==> src/rtl/frame_pipeline_ctrl.sv <==
// Frame sequencer for camera -> frameBuffer -> Sobel buffer: FILL, raster SCAN, DRAIN.
// Define FRAME_LOOP_EN for continuous video (DONE re-enters FILL without a new start).
module frame_pipeline_ctrl #(
  parameter int WIDTH          = 768,
  parameter int HEIGHT         = 512,
  parameter int COORD_W        = 11,
  parameter int TIMEOUT_CYCLES = 4096,
  parameter int FCNT_W         = 16
) (
  input  logic               CAMERA_CLK,
  input  logic               rst_n,
  input  logic               start,
  input  logic [COORD_W-1:0] cam_x,
  input  logic [COORD_W-1:0] cam_y,
  input  logic               fill_done,
  input  logic               sobel_done,
  output logic               buf_rw,
  output logic [COORD_W-1:0] coord_x,
  output logic [COORD_W-1:0] coord_y,
  output logic               busy,
  output logic               frame_done,
  output logic               timeout_err,
  output logic [FCNT_W-1:0]  frame_count
);

  localparam logic [COORD_W-1:0] LAST_X = COORD_W'(HEIGHT - 1);
  localparam logic [COORD_W-1:0] LAST_Y = COORD_W'(WIDTH - 1);
  localparam int                 TO_W   = $clog2(TIMEOUT_CYCLES + 1);
  localparam logic [TO_W-1:0]    TO_LAST = TO_W'(TIMEOUT_CYCLES - 1);

  typedef enum logic [2:0] {IDLE, FILL, SCAN, DRAIN, DONE} ctrlState;

  ctrlState        state;
  logic [TO_W-1:0] timeoutCnt;

  always_ff @(posedge CAMERA_CLK or negedge rst_n) begin
    if (!rst_n) begin
      state       <= IDLE;
      buf_rw      <= 1'b0;
      coord_x     <= '0;
      coord_y     <= '0;
      busy        <= 1'b0;
      frame_done  <= 1'b0;
      timeout_err <= 1'b0;
      frame_count <= '0;
      timeoutCnt  <= '0;
    end else begin
      frame_done <= 1'b0;
      case (state)
        IDLE: begin
          buf_rw  <= 1'b0;
          coord_x <= '0;
          coord_y <= '0;
          busy    <= 1'b0;
          if (start) begin
            state       <= FILL;
            buf_rw      <= 1'b1;
            busy        <= 1'b1;
            timeout_err <= 1'b0;
          end
        end
        FILL: begin
          if (fill_done) begin
            state   <= SCAN;
            buf_rw  <= 1'b0;
            coord_x <= '0;
            coord_y <= '0;
          end else begin
            coord_x <= cam_x;
            coord_y <= cam_y;
          end
        end
        SCAN: begin
          // Last raster address holds on the outputs through DRAIN and DONE.
          if (coord_y == LAST_Y) begin
            if (coord_x == LAST_X) begin
              state <= DRAIN;
            end else begin
              coord_y <= '0;
              coord_x <= coord_x + 1'b1;
            end
          end else begin
            coord_y <= coord_y + 1'b1;
          end
        end
        DRAIN: begin
          // sobel_done wins over a timeout landing on the same cycle.
          if (sobel_done || timeoutCnt == TO_LAST) begin
            state       <= DONE;
            frame_done  <= 1'b1;
            frame_count <= frame_count + 1'b1;
            if (!sobel_done) begin
              timeout_err <= 1'b1;
            end
`ifdef FRAME_LOOP_EN
            busy <= 1'b1;
`else
            busy <= 1'b0;
`endif
          end else begin
            timeoutCnt <= timeoutCnt + 1'b1;
          end
        end
        DONE: begin
          timeoutCnt <= '0;
          coord_x    <= '0;
          coord_y    <= '0;
`ifdef FRAME_LOOP_EN
          state  <= FILL;
          buf_rw <= 1'b1;
          busy   <= 1'b1;
`else
          state  <= IDLE;
          buf_rw <= 1'b0;
          busy   <= 1'b0;
`endif
        end
        default: state <= IDLE;
      endcase
    end
  end

endmodule

==> config.mk <==
export PLATFORM = sky130hd
export DESIGN_NAME = frame_pipeline_ctrl
export DESIGN_NICKNAME = d
export VERILOG_FILES = /design/src/rtl/frame_pipeline_ctrl.sv
export SDC_FILE = /design/constraint.sdc
export NUM_CORES = 1
export LEC_CHECK = 0
export ABC_AREA = 1
export ABC_CLOCK_PERIOD_IN_PS = 2000
export BUFFER_PORTS_ARGS = -buffer_cell sky130_fd_sc_hd__buf_4
export CAP_MARGIN = 20
export CORE_ASPECT_RATIO = 0.9
export CORE_MARGIN = 10
export CORE_UTILIZATION = 55
export DETAILED_ROUTE_END_ITERATION = 12
export PLACE_DENSITY = 0.79
export SLEW_MARGIN = 20
export SYNTH_ARGS = -nofsm -noshare
export SYNTH_HDL_FRONTEND = slang
export SYNTH_SLANG_ARGS = --single-unit
==> constraint.sdc <==
create_clock -name CAMERA_CLK -period 2 [get_ports CAMERA_CLK]
set_input_delay 0.2 -clock CAMERA_CLK [delete_from_list [all_inputs] [get_ports CAMERA_CLK]]
set_output_delay 0.2 -clock CAMERA_CLK [all_outputs]
set_load 0.005 [all_outputs]
==> results of run 1 <==
==> Yosys cell counts <==
library cell	count
xnor2_1	7
inv_2	6
o211ai_1	1
o31ai_1	4
a22oi_1	2
o21ai_2	4
a41oi_1	1
buf_4	1
nor2_1	37
nor3_1	12
clkinv_2	1
nor2_4	3
xor2_1	12
buf_2	4
inv_1	47
nand2_1	178
nand2_2	5
nand2_4	1
o21ai_1	8
nand3b_1	2
a21boi_0	1
o21bai_1	2
inv_4	1
a32oi_1	1
nand4_1	14
dfrtp_1	58
ha_1	4
nand3_2	3
nand3_1	39
nand4_2	1
buf_6	3
o21ai_0	30
nor2_2	2
or2_2	1
a21oi_1	9
==> registers in the layout, indices dropped and copies added (netlist names) <==
signal and count:
frame_count 16, timeoutCnt 13, coord_x 11, coord_y 11
state 3, buf_rw 1, busy 1, frame_done 1
timeout_err 1
==> layer usage <==
metal / wire [um] / part of all wire (%) / track usage, %
met4: 113 / 1.2 / 4.612
met2: 4104 / 45 / 27.58
met1: 4244 / 46 / 23.04
met3: 669 / 7.3 / 5.692
met5: 0 / 0 / 0
==> stage by stage <==
step	power, W	hold slack (ns)	worst slack [ns]
2_1_floorplan	0.003397	-0.09559	0.3495
3_5_place_dp	0.004243	0.3147	0.1057
3_3_place_gp	0.004165	0.3042	0.2284
6_report	0.005332	0.1185	0.1792
5_1_grt	0.005759	0.1168	0.003003
4_1_cts	0.005326	0.1077	0.03941
==> report_power, final <==
group | switching, W | total (W) | internal [W]
Sequential | 0.000446 | 0.00197 | 0.00152
Combinational | 0.00138 | 0.00229 | 0.000917
Clock | 0.000498 | 0.00107 | 0.000572
Total | 0.00232 | 0.00533 | 0.00301
==> worst paths after layout <==
path                       depth (start not counted)  slack (ns)         endpoint
hold reg to reg                                    2        0.52             busy
max in group asynchronous                          2        1.06       coord_x[5]
setup reg to reg                                   9        0.18  frame_count[14]
min in group asynchronous                          2        0.47       coord_y[9]
hold / removal                                     3        0.12             busy
setup / recovery                                   9        0.18  frame_count[14]
==> repair_timing <==
action,4_1_cts,5_1_grt
endpoints found under the hold margin,58,0
hold buffers,1,0
gates resized for setup,0,3
setup endpoints to repair,0,9
==> cells by family after synthesis <==
family                     count (synthesis)  synth area share (%)
adders and majority gates                  4                 1.388
xor gates and xnor gates                  19                 4.616
DFF                                       58                 40.26
AOI/OAI and AO/OA                         63                 10.07
buffers and inverters                     63                 7.532
and+or+nand+nor                          298                 36.13
==> cell type report <==
class / instances / area (um2)
multi-input cells: 384 / 1892
fillers: 527 / 1841
flip-flops and latches: 58 / 1451
repair buffers: 73 / 550.5
inverters: 55 / 212.7
clock buffers: 9 / 123.9
well taps: 87 / 108.9
clock inverters: 7 / 70.07
==> critical path, cell delays in order, from the launching register on <==
cell	delay, ns
dfrtp_1	0.44
ha_1	0.27
nand2_1	0.14
nor2_4	0.05
nand4_2	0.11
nand2_1	0.07
nand2_2	0.17
clkinv_2	0.24
nand2_1	0.12
o21ai_0	0.08
==> results.yml, run 1 <==
logic_synthesis:
  avgSynthCellArea_um2: 7.138
  seq_area_frac_synth_pct: 40.26
  ys_ff_latch: 58
  synthCells: 505
  synth_area_leaders: "dfrtp_1 (40%), nand2_1 (19%), nand3_1 (5.4%), inv_1 (4.9%), o21ai_0 (4.2%)"
  yosysTopAreaCell: "dfrtp_1"
  yosys_warnings: 0
  yosys.cell_types.count: 35
  synth_top_area_share_pct: 40.26
  synth_nets: 536
  syn_area_um2: 3605
cts:
  h-tree-depth: 3
  postCtsSetupBuffers: 0
  cts-root-buf: "clkbuf_8"
  cts_buffers: 9
  clkSinkCount: 58
  cts_tree: "yes"
  clockBufferDepth: 2
  path_clk_slew_ns: 0.07
  clk_latency_ns: 0.34
global_route:
  antenna_found_initial: 0
  grtUsageTotal_pct: 17.70
  grt_pass1_wl_um: 15460
  grt_pass1_vias: 3367
  grt_max_degree: 59
  grt-ovfl-total: 0
route:
  first_pass_iters: 4
  wl_um: 9132
  ant_nets: 0
  wl_per_cell_um: 13.57
  drc: 0
  vias: 3545
  drt_iter0_markers: 135
  routed_via_density: 5.267
placement:
  portBuffers: 68
  hpwl_um: 6832
  gp_congestion: 0.9003
  dpl-instance-area_um2: 4193
  dp_cells: 656
sta:
  slew_headroom_pct: 52.01
  worstMarginPinSlew_ns: 0.7198
  setup_tns_ns: 0
  setup-violations-final: 0
  fmax_mhz: 549.2
  hold_viol: 0
  clock-skew-final_ns: 0.009944
  rsz0062_at_grt: "false"
  timing.final.crit_share_pct: 91.04
  fin_crit_ns: 1.821
  slew_violations: 0
worst_setup_path:
  worstSetupStartpoint: "timeoutCnt[0]"
  start_kind: "flip-flop"
  cp-end-kind: "flip-flop"
  arrival_ns: 2.04
  required_ns: 2.22
  crit_type: "flip-flop to flip-flop"
  crit_fanout: 19
  reg2reg_from: "timeoutCnt[0]"
finish:
  layout_commonest_cell: "nand2_1"
  fin_nets: 612
  syn_to_final_growth_pct: 22.32
  drive_gt1_share_pct: 19.97
  postLayoutCellArea_um2: 4409
  fin_cells: 673
  final_cell_mix: "nand2_1 (178), buf_4 (72), dfrtp_1 (58)"
  final_util_pct: 70.55
  antenna_cells: 0
worst_hold_path:
  worstHoldPathType: "primary input to flip-flop"
  hp-start: "start"
die:
  die_area_um2: 10200
  rows: 27
  start_util_pct: 57.68
  core_um2: 6250
  die-width_um: 105.3
  fp.dieH_um: 96.80
  ioPinCount: 69
outcome:
  status: "finished clean"
power_and_ir_drop:
  peakVddDrop_v: 0.0007428
  leakagePower_nw: 2.142
  powerDensity_nw_per_um2: 1209
flow_run:
  maxCapViolCount: 0
Power figures use the tool's default switching activity.
==> inputs of run 2 (changes only) <==
--- a/config.mk
+++ b/config.mk
@@ -12,8 +12,9 @@
 export CORE_ASPECT_RATIO = 0.9
 export CORE_MARGIN = 10
 export CORE_UTILIZATION = 55
+export CTS_CLUSTER_SIZE = 10
 export DETAILED_ROUTE_END_ITERATION = 12
-export PLACE_DENSITY = 0.79
+export PLACE_DENSITY = 0.87
 export SLEW_MARGIN = 20
 export SYNTH_ARGS = -nofsm -noshare
 export SYNTH_HDL_FRONTEND = slang
==> run 2 against run 1 <==
Against the previous run:
- via count rose by 5.7%
- largest cell class unchanged
- clock-buffer cell count rose by 2
- sequential share of layout area fell by 1.0 points
- utilization rose by 2.3 points
- critical endpoint is now coord_y[3]
- clock skew fell by 0.0061 ns
- combinational power rose by 8.7%
- non-clock buffer count rose by 9
- clock power rose by 30%
- wire length rose by 13%
- worst setup slack got worse by 0.086 ns
- highest routed layer unchanged
- largest power group unchanged
- final area rose by 3.3%
==> results.yml, run 2 (same netlist as run 1, synthesis figures left out) <==
worst_setup_path:
  start_kind: "flip-flop"
  rrSetupSlack_ns: 0.09
  crit_chain: "ha_1 -> nand2_1 -> nor2_1 -> nand3_2 -> inv_1 -> nand3_2 -> nand2_4 -> inv_4 -> nand2_1 -> o21ai_2"
  slowest_delay_ns: 0.41
  cp-end-kind: "flip-flop"
  r2r-end: "coord_y[3]"
  reg2regPathDepth: 10
  crit_end: "coord_y[3]"
  critPathBufInv: 2
  required_ns: 2.24
  reg2reg_from: "coord_y[1]"
  arrival_ns: 2.14
  crit_fanout: 14
  slowest_stage: "dfrtp_1"
  worstSetupStartpoint: "coord_y[1]"
  worstSetupPathDepth: 10
  crit_family: "simple AND/OR/NAND/NOR gates"
  crit_type: "flip-flop to flip-flop"
global_route:
  grt_pass1_wl_um: 16830
  antenna_found_initial: 0
  grt_max_degree: 59
  grt_pass1_vias: 3580
  grt-ovfl-total: 0
  grtUsageTotal_pct: 19.68
placement:
  gp_congestion: 0.9409
  dpl-instance-area_um2: 4238
  hpwl_um: 7476
  dp_slack_ns: 0.1136
  portBuffers: 68
sta:
  timing.final.crit_share_pct: 95.31
  fin_crit_ns: 1.906
  worstMarginPinSlew_ns: 0.7482
  fmax_mhz: 524.6
  slew_violations: 0
  hold_viol: 0
  layout_setup_ws_ns: 0.09372
  clock-skew-final_ns: 0.003878
  setup-violations-final: 0
  slew_headroom_pct: 50.12
power_and_ir_drop:
  leakagePower_nw: 2.217
  p_int_w: 0.003412
  sw_frac_of_total_pct: 41.42
  peakVddDrop_v: 0.0008030
  combPwrFrac_pct: 42.7
  power_frac_clock_pct: 23.8
  powerDensity_nw_per_um2: 1279
  p_sw_w: 0.002413
  power_frac_seq_pct: 33.5
  power.total_w: 0.005825
finish:
  top_regs: "frame_count (16), timeoutCnt (13)"
  layout_commonest_cell: "nand2_1"
  top_register: "frame_count"
  syn_to_final_growth_pct: 26.31
  final_cell_mix: "nand2_1 (178), buf_4 (81), dfrtp_1 (57)"
  final_util_pct: 72.85
  fin_nets: 621
  fillers: 467
  drive_gt1_share_pct: 21.68
  antenna_cells: 0
  postLayoutCellArea_um2: 4553
  largest_register_ffs: 16
route:
  drt_iter0_markers: 292
  wl_um: 10310
  drc: 0
  first_pass_iters: 5
  ant_nets: 0
  wl_per_cell_um: 15.12
  vias: 3748
  routed_via_density: 5.496
die:
  ioPinCount: 69
  fp.dieH_um: 96.80
  die-width_um: 105.3
  rows: 27
  core_um2: 6250
  die_area_um2: 10200
  start_util_pct: 57.68
cts:
  h-tree-depth: 3
  clk_latency_ns: 0.35
  clockBufferDepth: 2
  cts-root-buf: "clkbuf_8"
  cts_buffers: 9
  cts_tree: "yes"
  clkSinkCount: 58
  path_clk_slew_ns: 0.07
worst_hold_path:
  worstHoldPathType: "primary input to flip-flop"
  hp-start: "start"
flow_run:
  maxCapViolCount: 0
outcome:
  status: "finished clean"
[run 2: area by class of cell]
| cell class | instances | area [um2] | area share, % |
|---|---|---|---|
| clock buffer | 11 | 151.4 | 3.325 |
| clock inverter | 5 | 100.1 | 2.198 |
| inverter | 55 | 212.7 | 4.672 |
| multi-input combinational | 384 | 1909 | 41.93 |
| sequential | 58 | 1453 | 31.90 |
| tap | 87 | 108.9 | 2.391 |
| timing repair buffer | 82 | 618.1 | 13.58 |
[run 2: worst reg2reg max path: stages (launching register included)]
cell and delay [ns]:
dfrtp_1 0.41, ha_1 0.25, nand2_1 0.08, nor2_1 0.25, nand3_2 0.18, inv_1 0.10
nand3_2 0.10, nand2_4 0.16, inv_4 0.11, nand2_1 0.10, o21ai_2 0.06
[run 2: per-stage QoR]
step	hold WS [ns]	setup TNS, ns	instances
after global routing	0.1200	-0.3127	682
after detailed placement	0.3134	0	662
final	0.1115	0	682
after floorplan	-0.09559	0	505
after CTS	0.1026	0	679
after global placement	0.3046	0	662
[run 2: layer usage]
layer	share of wire [%]	track usage (%)	up-vias
met5	0	0	-
met4	1.7	6.604	0
met3	8.6	7.545	20
met2	49	31.05	173
met1	41	23.95	1739
li1	-	-	1816
[run 2: how the worst min path moves through the flow]
| stage | depth (start not counted) | to |
|---|---|---|
| 2_1_floorplan | 0 | buf_rw |
| 3_3_place_gp | 1 | timeoutCnt[11] |
| 3_5_place_dp | 1 | timeoutCnt[7] |
| 4_1_cts | 3 | busy |
| 5_1_grt | 3 | coord_x[2] |
| 6_report | 3 | busy |
[run 2: repair_timing]
| action | 4_1_cts | 5_1_grt |
|---|---|---|
| setup endpoints to repair | 0 | 21 |
| hold buffers | 1 | 0 |
| buffers inserted | 0 | 3 |
| endpoints found under the hold margin | 58 | 0 |
| gates resized for setup | 0 | 8 |
[run 2: power groups by stage]
stage / combinational (W) / clock [W] / sequential [W]
finish: 0.00249 / 0.00139 / 0.00195
CTS: 0.00243 / 0.00140 / 0.00194
global placement: 0.00232 / 0 / 0.00193
detailed placement: 0.00241 / 0 / 0.00195
floorplan: 0.00150 / 0 / 0.00190
global route: 0.00279 / 0.00145 / 0.00200
==> inputs of run 3 (changes only) <==
--- a/config.mk
+++ b/config.mk
@@ -5,16 +5,17 @@
 export SDC_FILE = /design/constraint.sdc
 export NUM_CORES = 1
 export LEC_CHECK = 0
-export ABC_AREA = 1
+export ABC_AREA = 0
 export ABC_CLOCK_PERIOD_IN_PS = 2000
 export BUFFER_PORTS_ARGS = -buffer_cell sky130_fd_sc_hd__buf_4
 export CAP_MARGIN = 20
 export CORE_ASPECT_RATIO = 0.9
 export CORE_MARGIN = 10
-export CORE_UTILIZATION = 55
+export CORE_UTILIZATION = 41
+export CTS_BUF_LIST = sky130_fd_sc_hd__clkbuf_8
 export CTS_CLUSTER_SIZE = 10
 export DETAILED_ROUTE_END_ITERATION = 12
-export PLACE_DENSITY = 0.87
+export PLACE_DENSITY = 0.71
 export SLEW_MARGIN = 20
 export SYNTH_ARGS = -nofsm -noshare
 export SYNTH_HDL_FRONTEND = slang
==> run 3 against run 2 <==
Against the previous run:
- synthesized area is 14% lower
- register-to-register slack worse by 0.08 ns
- global-route usage is 5.5 points lower
- largest cell class unchanged
- sequential share of layout area is 2.4 points higher
- hold slack better by 0.018 ns
==> results.yml, run 3 <==
finish:
  top_register: "frame_count"
  top_regs: "frame_count (16), timeoutCnt (13)"
  syn_to_final_growth_pct: 36.68
  largest_register_ffs: 16
  antenna_cells: 0
  drive_gt1_share_pct: 31.49
  final_util_pct: 56.73
  layout_commonest_cell: "buf_4"
  fin_nets: 477
  postLayoutCellArea_um2: 4238
  final_cell_mix: "buf_4 (106), dfrtp_1 (56), nor2_1 (36)"
logic_synthesis:
  synth_edf_count: 0
  yosys_warnings: 0
  ys_ff_latch: 58
  synth_area_leaders: "dfrtp_1 (47%), o21ai_0 (5.3%), nor2_1 (4.5%), xnor2_1 (4.2%), a21oi_1 (3.4%)"
  ys_async_sr_fraction_pct: 100.0
  seq_area_frac_synth_pct: 46.81
  yosys.cell_types.count: 45
  yosysMostFrequentCell: "dfrtp_1"
  netlist_top_cells_count: "dfrtp_1 (58), nor2_1 (37), o21ai_0 (33)"
  yosysTopAreaCell: "dfrtp_1"
  synth_top_area_share_pct: 46.81
  avgSynthCellArea_um2: 9.092
  synthFlopType: "dfrtp_1"
  syn_area_um2: 3100
  synthCells: 341
  synth_nets: 372
worst_setup_path:
  rrSetupSlack_ns: 0.02
  crit_fanout: 6
  required_ns: 2.22
  cp-end-kind: "flip-flop"
  start_kind: "flip-flop"
  arrival_ns: 2.21
  crit_type: "flip-flop to flip-flop"
sta:
  slew_headroom_pct: 50.27
  hold_viol: 0
  clock-skew-final_ns: 0.01152
  worstMarginPinSlew_ns: 0.7459
  setup-violations-final: 0
  fin_hold_ws_ns: 0.1295
  fin_crit_ns: 1.983
  rsz0062_at_grt: "true"
  timing.final.crit_share_pct: 99.15
  fmax_mhz: 504.3
  slew_violations: 0
die:
  rows: 30
  fp.dieH_um: 102.5
  core_um2: 7470
  start_util_pct: 41.51
  die_area_um2: 11450
  ioPinCount: 69
  die-width_um: 111.7
global_route:
  grt_pass1_vias: 2853
  grtUsageTotal_pct: 14.14
  grt_pass1_wl_um: 13620
  grt-ovfl-total: 0
  antenna_found_initial: 0
  grt_max_degree: 59
cts:
  clk_latency_ns: 0.34
  path_clk_slew_ns: 0.07
  cts-root-buf: "clkbuf_8"
  cts_buffers: 9
  clkSinkCount: 58
  cts_tree: "yes"
  h-tree-depth: 3
  clockBufferDepth: 2
power_and_ir_drop:
  leakagePower_nw: 1.942
  peakVddDrop_v: 0.0005498
  powerDensity_nw_per_um2: 1055
route:
  first_pass_iters: 4
  routed_via_density: 5.508
  vias: 3013
  drt_iter0_markers: 163
  ant_nets: 0
  wl_per_cell_um: 15.32
  wl_um: 8382
  drc: 0
outcome:
  status: "finished clean"
placement:
  gp_congestion: 0.8732
  portBuffers: 68
  hpwl_um: 6244
  dpl-instance-area_um2: 4014
flow_run:
  maxCapViolCount: 0
worst_hold_path:
  worstHoldPathType: "primary input to flip-flop"
-- run 3: changes by cell type in the layout (fill, tap and decap cells not counted), moves of 5 or more --
cell / previous run / this run
xor2_1: 12 / 7
nand2_1: 178 / 19
nand3_1: 38 / 19
inv_2: 5 / 0
xnor2_1: 7 / 15
and3_1: 0 / 12
a21oi_1: 9 / 20
inv_1: 47 / 9
buf_4: 81 / 106
-- run 3: worst max-delay path, stage by stage (launching register included) --
cell     delay [ns]
dfrtp_1        0.39
ha_4           0.17
nand3_4        0.07
or4b_4         0.51
o41ai_2        0.21
buf_4          0.21
mux2_4         0.30
-- run 3: stage by stage --
| step | cells | total power, W | setup slack (ns) | setup TNS (ns) |
|---|---|---|---|---|
| 2_1_floorplan | 341 | 0.002509 | -0.02197 | -0.02197 |
| 3_3_place_gp | 529 | 0.003399 | 0.07846 | 0 |
| 3_5_place_dp | 529 | 0.003454 | 0.02304 | 0 |
| 4_1_cts | 546 | 0.004450 | 0.001830 | 0 |
| 5_1_grt | 547 | 0.004789 | -0.05585 | -0.2063 |
| 6_report | 547 | 0.004469 | 0.01700 | 0 |
-- run 3: logic make-up (layout without fill, tap and decap cells) --
family / Yosys count / count (layout) / synth area share (%)
adder cells (fa/ha/maj): 4 / 4 / 1.614
multiplexers: 7 / 7 / 2.381
flip-flops: 58 / 58 / 46.81
XOR/XNOR: 22 / 22 / 6.215
buffers and inverters: 26 / 136 / 3.470
AO/OA/AOI/OAI: 87 / 87 / 16.67
AND/OR/NAND/NOR: 137 / 137 / 22.84
-- run 3: per-layer routing --
metal,global-route usage (%),wire length [um],vias up,part of all wire (%)
met3,4.247,565,10,6.7
li1,-,-,1464,-
met5,0,0,-,0
met1,17.38,3608,1443,43
met4,4.640,123,0,1.5
met2,23.37,4084,96,49
-- run 3: layout make-up --
| cell class | count | area (um2) |
|---|---|---|
| flip-flops and latches | 58 | 1454 |
| repair buffers | 111 | 868.3 |
| inverters | 9 | 33.78 |
| fillers | 667 | 3232 |
| well taps | 96 | 120.1 |
| multi-input cells | 257 | 1583 |
| clock buffers | 10 | 137.6 |
| clock inverters | 6 | 41.29 |
-- run 3: report_power, final --
group	internal [W]	switching, W	leakage (nW)
combinational	0.000912	0.000909	1.07
clock	0.000482	0.000501	0.0847
sequential	0.00142	0.000247	0.783
total	0.00281	0.00166	1.94
-- run 3: timing repair --
action                                 in CTS  in global routing
hold buffers                                1                  0
buffers inserted                            0                  1
gates resized for setup                     0                 13
setup endpoints to repair                   0                 22
endpoints found under the hold margin      58                  0
-- run 3: worst paths after layout --
| path | endpoint | cells after the start | start |
|---|---|---|---|
| worst max-delay path | coord_y[0] | 6 | coord_x[1] |
| worst min-delay path | state[2] | 2 | sobel_done |
| worst max register to register | coord_y[0] | 6 | coord_x[1] |
| worst min register to register | frame_count[15] | 1 | frame_count[15] |
| max in group asynchronous | state[0] | 2 | rst_n |
| min in group asynchronous | coord_y[4] | 2 | rst_n |
